[src/rtl/store_arbiter.sv]
// ---------------------------------------------------------------------------
// store_arbiter
//
// Four requesters share one 32-bit accumulator. A round-robin arbiter picks
// one pending requester. Its increment is latched and added to the
// accumulator. The requester then gets a one-cycle ack pulse. Each service
// runs IDLE -> GRANT -> ACK -> IDLE.
//
// Ports
//   clock    in   single clock, rising-edge
//   clear_n  in   asynchronous active-low reset
//   req      in   [NREQ]          per-requester request, held until ack
//   step     in   [NREQ*STEP_W]   packed increments, requester i at i*STEP_W
//   zero     in   synchronous accumulator clear, honoured only in IDLE
//   grant    out  [NREQ]          one-hot, requester being served
//   ack      out  [NREQ]          one-hot completion pulse
//   store    out  [32]            accumulator value
//   wrap     out  one-cycle pulse, last addition carried out of bit 31
//   busy     out  high whenever the FSM is not IDLE
// ---------------------------------------------------------------------------
module store_arbiter #(
   parameter int NREQ   = 4,
   parameter int STEP_W = 8
) (
   input  logic                     clock,
   input  logic                     clear_n,
   input  logic [NREQ-1:0]          req,
   input  logic [NREQ*STEP_W-1:0]   step,
   input  logic                     zero,
   output logic [NREQ-1:0]          grant,
   output logic [NREQ-1:0]          ack,
   output logic [31:0]              store,
   output logic                     wrap,
   output logic                     busy
);

   localparam int PTR_W = $clog2(NREQ);

   typedef enum logic [1:0] {
      IDLE,
      GRANT,
      ACK
   } state_t;

   state_t              state_q, state_d;
   logic [PTR_W-1:0]    ptr_q, ptr_d;
   logic [31:0]         store_q, store_d;
   logic [NREQ-1:0]     grant_q, grant_d;
   logic [NREQ-1:0]     ack_q, ack_d;
   logic                wrap_q, wrap_d;
   logic [STEP_W-1:0]   stepLat_q, stepLat_d;

   logic                found;
   logic [PTR_W-1:0]    winner;
   logic [PTR_W-1:0]    idx;
   logic [32:0]         sum;

   // Round-robin search starting at ptr_q. The index wraps naturally because
   // it is PTR_W bits wide. The first asserted request wins.
   always_comb begin
      found  = 1'b0;
      winner = '0;
      idx    = '0;
      for (int k = 0; k < NREQ; k++) begin
         idx = ptr_q + PTR_W'(k);
         if (!found && req[idx]) begin
            found  = 1'b1;
            winner = idx;
         end
      end
   end

   // 33-bit sum so that the carry out of bit 31 becomes the wrap pulse.
   assign sum = {1'b0, store_q} + {{(33-STEP_W){1'b0}}, stepLat_q};

   // Next-state and output logic. grant, ack and wrap default to zero.
   // Each of them is therefore high for exactly the one cycle in which it is
   // produced.
   always_comb begin
      state_d   = state_q;
      ptr_d     = ptr_q;
      store_d   = store_q;
      grant_d   = '0;
      ack_d     = '0;
      wrap_d    = 1'b0;
      stepLat_d = stepLat_q;
      case (state_q)
         IDLE: begin
            if (zero) begin
               store_d = '0;
            end else if (found) begin
               state_d   = GRANT;
               grant_d   = {{(NREQ-1){1'b0}}, 1'b1} << winner;
               stepLat_d = step[winner*STEP_W +: STEP_W];
               ptr_d     = winner + PTR_W'(1);
            end
         end
         GRANT: begin
            state_d = ACK;
            store_d = sum[31:0];
            ack_d   = grant_q;
            wrap_d  = sum[32];
         end
         ACK: begin
            state_d = IDLE;
         end
         default: begin
            state_d = IDLE;
         end
      endcase
   end

   // State registers. Reset abandons any service in flight.
   always_ff @(posedge clock or negedge clear_n) begin
      if (!clear_n) begin
         state_q   <= IDLE;
         ptr_q     <= '0;
         store_q   <= '0;
         grant_q   <= '0;
         ack_q     <= '0;
         wrap_q    <= 1'b0;
         stepLat_q <= '0;
      end else begin
         state_q   <= state_d;
         ptr_q     <= ptr_d;
         store_q   <= store_d;
         grant_q   <= grant_d;
         ack_q     <= ack_d;
         wrap_q    <= wrap_d;
         stepLat_q <= stepLat_d;
      end
   end

   assign grant = grant_q;
   assign ack   = ack_q;
   assign store = store_q;
   assign wrap  = wrap_q;
   assign busy  = (state_q != IDLE);

endmodule

[config.mk]
export PLATFORM = sky130hd
export DESIGN_NAME = store_arbiter
export DESIGN_NICKNAME = d
export VERILOG_FILES = /design/src/rtl/store_arbiter.sv
export SDC_FILE = /design/constraint.sdc
export NUM_CORES = 1
export LEC_CHECK = 0
export ABC_CLOCK_PERIOD_IN_PS = 5400
export BUFFER_PORTS_ARGS = -buffer_cell sky130_fd_sc_hd__buf_2
export CAP_MARGIN = 20
export CORE_MARGIN = 3
export CORE_UTILIZATION = 57
export DETAILED_ROUTE_END_ITERATION = 7
export MAX_ROUTING_LAYER = met4
export PLACE_DENSITY = 0.95
export REMOVE_ABC_BUFFERS = 1
export SKIP_CTS_REPAIR_TIMING = 1
export SYNTH_ARGS = -nofsm -noshare
export SYNTH_HDL_FRONTEND = slang
export SYNTH_SLANG_ARGS = --single-unit
[constraint.sdc]
create_clock -name clock -period 5.4 [get_ports clock]
set_clock_uncertainty 0.2 [all_clocks]
set_input_delay 1.62 -clock clock [delete_from_list [all_inputs] [get_ports clock]]
set_output_delay 1.62 -clock clock [all_outputs]
set_load 0.01 [all_outputs]
; ---- Yosys cells after proc, flatten, opt, wreduce, memory -nomap -nowiden
; Index checks and enable logic that the tools add are counted.
[op_classes]
n_bitwise = 1
n_eq_ne = 4
n_reduce_logical = 12
n_lt_le_gt_ge = 4
n_addsub = 5
shifts = 2
n_mux = 26
[op_table]
columns = op, n
row1 = one-hot mux 32 bit (2 select lines), 1
row2 = adder 32 x 8 -> 33 bit, 1
row3 = two-way mux 32 bit, 1
row4 = variable part select 32 x 6 -> 8 bit, 1
row5 = two-way mux 4 bit, 4
row6 = less-than comparator 2 x 3 -> 1 bit (second input constant), 4
row7 = two-way mux 2 bit, 6
row8 = two-way mux 1 bit, 9
row9 = binary-select mux 1 bit (select 2 bit), 4
row10 = inequality test 2 bit (second input constant), 3
row11 = adder 2 x 1 -> 2 bit (second input constant), 2
row12 = adder 2 bit (second input constant), 2
row13 = one-hot mux 2 bit (2 select lines), 1
row14 = AND reduction 2 bit, 2
row15 = nonzero test 2 bit, 2
row16 = << shifter 1 x 2 -> 4 bit (first input constant), 1
row17 = logical AND 1 bit, 3
row18 = zero test 1 bit, 3
row19 = AND reduction 3 bit, 1
row20 = equality test 2 x 1 -> 1 bit (second input constant), 1
row21 = zero test 2 bit, 1
row22 = NOT 1 bit, 1
[word_totals]
ff_bits = 53
output_inout_bits = 42
word_cells = 61
in_bits = 39

; ---- Longest topological paths before layout
; Gate-level depths: netlist (run 1).
[logic_depth]
depth_word = 16
depth_mapped = 9
mapped_depth_nobuf = 8

; ---- Least setup slack after synthesis (run 1)
; No wires, ideal clock.
[synth_path]
kind = in2reg
start = input port req[0]
end = register stepLat_q[0]
path_stages = 6
arrival_time_ns = 2.936
setup_slack_ns = 2.138
required_time_ns = 5.074
setup_ns = 0.126
n_path_buf = 1
cell_sequence = nor2b_1 > o21ba_2 > buf_2 > nor2_4 > mux2_2 > a221o_1
[synth_via]
elab_chain_len = 13
word_cells_on_any_way = 24
classes_between = shift (1) / mux (16) / reduce/logical (7)
[synth_rtl]
columns = element, line
row1 = start: declaration, 27  ; input logic [NREQ-1:0] req,
row2 = binary-select mux 1 bit (select 2 bit), 66  ; if (!found && req[idx]) begin
row3 = two-way mux 1 bit (not written as such), 66
row4 = two-way mux 1 bit, 66
row5 = zero test 1 bit, 66
row6 = logical AND 1 bit, 66
row7 = two-way mux 1 bit, 66
row8 = zero test 1 bit, 66
row9 = logical AND 1 bit, 66
row10 = two-way mux 1 bit, 66
row11 = zero test 1 bit, 66
row12 = logical AND 1 bit, 66
row13 = two-way mux 2 bit / two-way mux 1 bit (equally long branches), 66
row14 = variable part select 32 x 6 -> 8 bit / AND reduction 3 bit (equally long branches), -
row15 = end signal: assignment, 130  ; stepLat_q <= stepLat_d;
row16 = end: declaration, 51  ; logic [STEP_W-1:0] stepLat_q, stepLat_d;
; Parallel ways exist; a longest one is shown, timed or not. The select of a mux whose other input is x is not followed.
; A chain may end at the register's enable or synchronous reset.

; ---- Worst setup path after layout (run 1)
[layout_path]
start = input port req[2]
end = register stepLat_q[2]
; Same word-level chain as after synthesis.

==> flow_metrics.tcl, run 1 <==
set metrics [dict create \
    drt_iter0_markers 200 \
    multi_input_area_mm2 0.00164 \
    wl_per_cell_um 16.0 \
    diodes 0 \
    path_cells "buf_2, nor4_1, or3_1, inv_1, nand2_1, a21oi_1, a221o_1" \
    crit_arrival_ns 3.23 \
    grt_use_total 0.246 \
    port_buffers 80 \
    root_buffer "clkbuf_8" \
    grt_busiest_layer "met2" \
    cp_max_fo 12 \
    cts_buffer_depth 2 \
    ys_ff_latch 53 \
    fin_setup_tns_ns 0 \
    max-cap-violations 0 \
    dieArea_mm2 0.00626 \
    worstMarginPinSlew_ns 0.980 \
    cellPowerDensity_mw_per_mm2 366 \
    grt_pass1_wl_mm 11.8 \
    p_total_mw 1.32 \
    cts.clk_slew.worst_paths_ns 0.09 \
    use_met3 0.0488 \
    yosysSeqAreaShare 0.435 \
    finalWorstPathRequiredPeriod_ns 3.23 \
    start_kind "primary input" \
    register_area_mm2 0.00133 \
    syn_inst 302 \
    run_status "complete, no violations" \
    drc 0 \
    cts_made_buffers 5 \
    fp.dieH_um 79.1 \
    dp_cells 442 \
    vdd_drop_max_mv 0.197 \
    setup_viol 0 \
    overflow 0 \
    drt-pass1-iter-count 4 \
    final_cells 450 \
    required_ns 5.40 \
    wl_mm 7.20 \
    slowest_stage "or3_1" \
    clkSinkCount 53 \
    globalplace.congestion 0.831 \
    rsz0062_at_grt "no" \
    ys_types 50 \
    yosys_most_used_dff "dfrtp_1" \
    ant_nets 0 \
    drv_slew 0 \
    via_count 2727 \
    hold_viol 0 \
    fin_crit_sh 0.599 \
    critPathCaptureType "flip-flop" \
    clkLatencyLatePin_ns 0.31 \
    yosys.area.top_type "dfrtp_1" \
    yosys_warnings 0 \
    avgSynthCellArea_um2 10.1 \
    cts_tree "done" \
    syn_area_mm2 0.00305 \
    yosysTopAreaCellShare 0.435 \
    max_freq_ghz 0.309 \
    timing.slew.headroom 0.342 \
    max_stage_delay_ns 0.38 \
    fillers 342 \
    r2r_cells 8 \
    dp.final_hpwl_mm 5.44 \
    worstHoldPathCells 1 \
    async_flop_share 1.00 \
    p_leak_nw 1.75 \
    antenna_found_initial 0 \
    area_growth_pct 17.9 \
    grt_pass1_vias 2617 \
    grtUsageMet2 0.425 \
    critical_path_class "in2reg" \
    core_area_mm2 0.00494 \
    grt_max_degree 54 \
    start_util 0.616 \
    hp-class "reg2reg" \
    postLayoutCoreUtil 0.727 \
    die-width_um 79.1 \
    synth_edf_count 0 \
    synthTopCellsByArea "dfrtp_1 (44%), ha_1 (4.9%), o21ai_0 (3.6%)" \
    io_pins 81 \
    htree_num_levels 2 \
    rows 25 \
    vias_per_cell 6.06 \
    fin_nets 434 \
    drive_above_1_share 0.290 \
    gr-usage-met1 0.277 \
]
logic make-up after synthesis:
kind of cell    after synthesis  synth area share
simple gates                 96             0.182
fa+ha+maj                    13            0.0559
buf+inv                      20            0.0255
xor+xnor                      5            0.0144
mux                          15            0.0526
flops                        53             0.435
compound gates              100             0.234
power breakdown:
group | internal, mW | switching (mW) | total [mW]
Clock | 0.0927 | 0.133 | 0.225
Combinational | 0.234 | 0.319 | 0.552
Sequential | 0.469 | 0.0686 | 0.537
metrics by stage:
step / setup WS (ns) / hold slack, ns / instance area, µm²
3_3_place_gp: 1.96 / 0.256 / 3500
2_1_floorplan: 2.15 / 0.284 / 3010
6_report: 2.17 / 0.281 / 3590
4_1_cts: 2.18 / 0.288 / 3590
5_1_grt: 2.06 / 0.311 / 3590
3_5_place_dp: 1.85 / 0.265 / 3500
metal layers:
metal	vias to the layer above	wire length, µm
li1	1311	-
met5	-	0
met4	0	175
met2	121	3600
met3	17	498
met1	1278	2920
final timing paths:
kind	from	slack, ns	to
min in group asynchronous	clear_n	1.22	store[16]
max in group asynchronous	clear_n	3.35	store[6]
max reg2reg	store[0]	2.42	store[30]
min reg2reg	grant[3]	0.28	ack[3]
max	req[2]	2.17	stepLat_q[2]
min	grant[3]	0.28	ack[3]
registers in the layout, summed over array words and instances (netlist names):
signal     cells
store         32
ack            4
state_q        2
grant          4
stepLat_q      8
ptr_q          2
wrap           1
synthesized netlist by cell type, types with 4 or more instances:
cell type and instances:
nand3_1 15, o31ai_1 8, nor2_1 8, and2_1 11, o21ba_2 4, nand2_1 29
nor3_1 4, ha_1 12, xor2_1 4, o211ai_1 14, nand4_1 4, dfrtp_1 53
inv_1 12, mux2_2 8, a21oi_1 14, mux2i_1 7, clkbuf_1 6, nand2b_1 6
o21ai_0 22, a31oi_1 4, a221o_1 9
area by class of cell:
class	count	area share
flip-flops and latches	53	0.369
inverters	12	0.0125
repair buffers	81	0.114
clock inverters	2	0.00383
clock buffers	6	0.0202
well taps	67	0.0233
multi-input cells	229	0.457
layout by cell type, fill, tap and decap left out, types with 4 or more instances in the layout:
cell       n
nor2_1     8
buf_2     80
ha_1      12
a221o_1    9
nand3_1   15
dfrtp_1   53
mux2_2     8
o211ai_1  14
o31ai_1    8
and2_1    11
xor2_1     4
inv_1     12
o21ai_0   22
clkbuf_8   5
mux2i_1    7
o21ba_2    4
a21oi_1   14
nand4_1    4
nand2_1   29
a31oi_1    4
nor3_1     4
nand2b_1   6
worst max-delay path, delay by kind of cell:
kind | cells | cell delay (ns)
AO/OA/AOI/OAI | 2 | 0.36
buffers and inverters | 2 | 0.31
AND/OR/NAND/NOR | 3 | 0.94
Power figures use the tool's default switching activity.
==> inputs of run 2 (changes only) <==
Settings changed: ABC_CLOCK_PERIOD_IN_PS 5400 to 3320, CORE_UTILIZATION 57 to 53, PLACE_DENSITY 0.95 to 0.9.
Clock period 5.4 ns to 3.32 ns, I/O delays scaled along.
==> flow_metrics.tcl, run 2 (synthesis gave the netlist of run 1 again) <==
set metrics [dict create \
    min_from "grant[2]" \
    worstHoldPathCells 1 \
    p_leak_nw 1.78 \
    p_seq_frac 0.390 \
    final_common_cell "buf_2" \
    grt_use_total 0.232 \
    r2r_cells 8 \
    p_sw_uw 833 \
    final_cell_mix "buf_2 (80), dfrtp_1 (53), nand2_1 (29), o21ai_0 (22), nand3_1 (15)" \
    drv_slew 0 \
    diodes 0 \
    clkLatencyLatePin_ns 0.31 \
    drt-pass1-iter-count 4 \
    pwr-share-comb 0.403 \
    path_cells "ha_1, inv_1, fa_1, nand2b_1, a211oi_2, o21ai_1, nor4_1, mux2i_1" \
    timing.slew.headroom 0.422 \
    cts_buffer_depth 2 \
    worst_slack_ns 0.560 \
    critPathBufInv 1 \
    io_pins 81 \
    overflow 0 \
    rrSetupSlack_ns 0.56 \
    critical_path_class "reg2reg" \
    grt_pass1_vias 2589 \
    start_kind "flip-flop" \
    max_freq_ghz 0.362 \
    slowest_stage "nor4_1" \
    rsz0062_at_grt "no" \
    grt_pass1_wl_mm 11.7 \
    critPathCaptureType "flip-flop" \
    core_area_mm2 0.00534 \
    max-cap-violations 0 \
    start_util 0.571 \
    drc 0 \
    worstMarginPinSlew_ns 0.867 \
    place_area_mm2 0.00355 \
    htree_num_levels 2 \
    cellPowerDensity_mw_per_mm2 607 \
    drt_iter0_markers 158 \
    vdd_drop_max_mv 0.307 \
    rr_startpoint "store[0]" \
    wl_per_cell_um 15.5 \
    rows 26 \
    hold_end "ack[2]" \
    via_count 2709 \
    fin_nets 439 \
    setup_viol 0 \
    ant_nets 0 \
    cp_max_fo 11 \
    intPower_mw 1.39 \
    largest_reg_flops 32 \
    cts_tree "done" \
    grt_max_degree 40 \
    fin_setup_tns_ns 0 \
    run_status "complete, no violations" \
    fp.dieH_um 81.8 \
    dp.final_hpwl_mm 5.35 \
    cp_top_family "simple AND/OR/NAND/NOR gates" \
    critical_path.reg2reg.endpoint "store[30]" \
    cts.clk_slew.worst_paths_ns 0.10 \
    clockPowerShare 0.207 \
    drive_above_1_share 0.302 \
    root_buffer "clkbuf_8" \
    cts_made_buffers 5 \
    fin_area_mm2 0.00367 \
    max_stage_delay_ns 0.42 \
    sw_frac_of_total 0.374 \
    port_buffers 80 \
    fin_crit_sh 0.831 \
    globalplace.congestion 0.837 \
    clkSinkCount 53 \
    required_ns 3.36 \
    dieArea_mm2 0.00669 \
    antenna_found_initial 0 \
    hp-class "reg2reg" \
    crit_arrival_ns 2.80 \
    finalWorstPathRequiredPeriod_ns 2.76 \
    place_ws_ns 0.426 \
    area_growth_pct 20.4 \
    die-width_um 81.8 \
    vias_per_cell 5.91 \
    wl_mm 7.12 \
    hold_viol 0 \
]
-- run 2: cell types whose count changed in the layout (fill, tap and decap cells not counted), sizes merged --
| cell | previous run | this run |
|---|---|---|
| clkinvlp | 0 | 1 |
| bufinv | 0 | 1 |
| clkinv | 1 | 0 |
| inv | 13 | 12 |
| buf | 81 | 86 |
-- run 2: worst reg2reg max path, cell delays in order, from the launching register on --
cell      delay, ns
dfrtp_1        0.38
ha_1           0.20
inv_1          0.07
fa_1           0.37
nand2b_1       0.24
a211oi_2       0.26
o21ai_1        0.33
nor4_1         0.42
mux2i_1        0.22
-- run 2: worst max path at each step --
stage	from	to	slack (ns)	cells after the start
final	store[0]	store[30]	0.56	8
after detailed placement	req[2]	stepLat_q[5]	0.43	7
after floorplan	store[0]	store[30]	0.68	8
after CTS	store[0]	store[30]	0.54	8
after global routing	store[3]	store[25]	0.39	6
after global placement	req[1]	stepLat_q[7]	0.50	6
-- run 2: stage by stage --
| step | cells | hold WS, ns | total power [mW] | util |
|---|---|---|---|---|
| 3_3_place_gp | 450 | 0.254 | 1.73 | 0.665 |
| 6_report | 458 | 0.276 | 2.23 | 0.687 |
| 3_5_place_dp | 450 | 0.260 | 1.76 | 0.665 |
| 5_1_grt | 458 | 0.297 | 2.39 | 0.687 |
| 2_1_floorplan | 294 | 0.284 | 1.50 | - |
| 4_1_cts | 458 | 0.281 | 2.23 | 0.687 |
-- run 2: area by class of cell --
cell class	count	area, µm²
clock buffer	6	82.6
clock inverter	2	37.5
fill	404	1670
inverter	12	45.0
multi-input combinational	229	1640
sequential	53	1330
tap	70	87.6
timing repair buffer	86	445
-- run 2: power groups by stage --
| stage | combinational, mW | clock, mW | sequential, mW |
|---|---|---|---|
| detailed placement | 0.883 | 0 | 0.881 |
| global route | 1.00 | 0.496 | 0.889 |
| global placement | 0.855 | 0 | 0.875 |
| floorplan | 0.616 | 0 | 0.883 |
| CTS | 0.898 | 0.464 | 0.868 |
| finish | 0.897 | 0.460 | 0.868 |
-- run 2: per-layer routing --
layer,vias to the layer above,global-route usage,wire length [µm],part of all wire
met5,-,-,0,0
met2,107,0.396,3490,0.49
li1,1318,-,-,-
met4,0,0.0731,104,0.015
met3,12,0.0439,475,0.067
met1,1272,0.277,3050,0.43
==> inputs of run 3 (changes only) <==
Settings changed: ABC_CLOCK_PERIOD_IN_PS 3320 to 2800.
Clock period 3.32 ns to 2.8 ns, I/O delays scaled along.
==> flow_metrics.tcl, run 3 (synthesis gave the netlist of run 1 again) <==
set metrics [dict create \
    largest_reg_flops 32 \
    postLayoutCoreUtil 0.696 \
    run_status "complete, no violations" \
    use_met3 0.0504 \
    fillers 433 \
    fin_area_mm2 0.00371 \
    path_cells "ha_1, inv_1, fa_1, nand2b_1, a211oi_2, buf_4, nor2_1, nor4_2, mux2i_1" \
    core_area_mm2 0.00534 \
    drc 0 \
    cts.clk_slew.worst_paths_ns 0.09 \
    grt_pass1_vias 2752 \
    htree_num_levels 2 \
    p_seq_frac 0.391 \
    p_leak_nw 1.80 \
    drv_slew 0 \
    globalplace.congestion 0.853 \
    vias_per_cell 6.06 \
    area_growth_pct 21.9 \
    final_cells 461 \
    cts_tree "done" \
    place_ws_ns 0.0853 \
    final_cell_mix "buf_2 (80), dfrtp_1 (53), nand2_1 (29), o21ai_0 (22), nand3_1 (15)" \
    rrSetupSlack_ns 0.14 \
    hold_slack_ns 0.283 \
    cts_made_buffers 5 \
    place_area_mm2 0.00358 \
    fin_crit_sh 0.951 \
    rows 26 \
    cts_buffer_depth 2 \
    multi_input_area_mm2 0.00165 \
    p_total_mw 2.64 \
    grt_use_total 0.242 \
    dp_cells 453 \
    rsz0062_at_grt "yes" \
    wl_per_cell_um 15.9 \
    worstMarginPinSlew_ns 0.621 \
    via_count 2794 \
    diodes 0 \
    critPathBufInv 2 \
    ant_nets 0 \
    hp-class "reg2reg" \
    fp.dieH_um 81.8 \
    grt_max_degree 29 \
    drt-pass1-iter-count 4 \
    hold_viol 0 \
    grt_busiest_layer "met2" \
    dieArea_mm2 0.00669 \
    antenna_found_initial 0 \
    drive_above_1_share 0.312 \
    sw_frac_of_total 0.370 \
    p_sw_uw 977 \
    worst_slack_ns 0.138 \
    max_stage_delay_ns 0.38 \
    fin_setup_tns_ns 0 \
    fin_nets 442 \
    overflow 0 \
    dp.final_hpwl_mm 5.51 \
    clkSinkCount 53 \
    gr-usage-met1 0.272 \
    max-cap-violations 0 \
    clockPowerShare 0.201 \
    grt_pass1_wl_mm 12.3 \
    timing.slew.headroom 0.584 \
    cp_top_family "simple AND/OR/NAND/NOR gates" \
    setup_viol 0 \
    start_kind "flip-flop" \
    io_pins 81 \
    die-width_um 81.8 \
    critPathCaptureType "flip-flop" \
    register_area_mm2 0.00133 \
    finalWorstPathRequiredPeriod_ns 2.66 \
    vdd_drop_max_mv 0.345 \
    required_ns 2.83 \
    port_buffers 80 \
    max_freq_ghz 0.376 \
    final_common_cell "buf_2" \
    root_buffer "clkbuf_8" \
    wl_mm 7.35 \
    intPower_mw 1.67 \
    slowest_stage "dfrtp_1" \
    cellPowerDensity_mw_per_mm2 712 \
    pwr-share-comb 0.407 \
    drt_iter0_markers 163 \
    start_util 0.571 \
    grtUsageMet2 0.433 \
    critical_path_class "reg2reg" \
    clkLatencyLatePin_ns 0.30 \
    cp_max_fo 4 \
    crit_arrival_ns 2.69 \
]
[run 3: cell types whose count changed in the layout (fill, tap and decap cells not counted), sizes merged]
cell  previous run  this run
buf             86        89
[run 3: final cells by class]
class / instances / share of cell area
timing repair buffer: 89 / 0.129
clock inverter: 2 / 0.0101
sequential: 53 / 0.357
multi-input combinational: 229 / 0.445
tap: 70 / 0.0236
clock buffer: 6 / 0.0223
inverter: 12 / 0.0121
[run 3: metal layers]
metal  wire length (µm)  vias to the layer above
li1                   -                     1324
met1               2920                     1329
met2               3750                      124
met3                546                       17
met4                136                        0
met5                  0                        -
[run 3: path summary, 6_finish.rpt]
check	from	end	depth (start not counted)
max	store[0]	store[28]	9
min	grant[2]	ack[2]	1
max reg2reg	store[0]	store[28]	9
min reg2reg	grant[2]	ack[2]	1
max in group asynchronous	clear_n	store[3]	2
min in group asynchronous	clear_n	store[19]	1
[run 3: worst register-to-register path, delay by kind of cell, from the launching register on]
| kind | cells | cell delay (ns) |
|---|---|---|
| AO/OA/AOI/OAI | 1 | 0.27 |
| adder cells (fa/ha/maj) | 2 | 0.57 |
| buffers and inverters | 2 | 0.24 |
| flip-flops | 1 | 0.38 |
| multiplexers | 1 | 0.25 |
| AND/OR/NAND/NOR | 3 | 0.68 |
[run 3: power by group through the flow]
stage,combinational [mW],clock [mW],sequential (mW)
floorplan,0.730,0,1.05
global placement,1.03,0,1.04
detailed placement,1.07,0,1.05
CTS,1.08,0.546,1.03
global route,1.21,0.575,1.06
finish,1.08,0.532,1.03
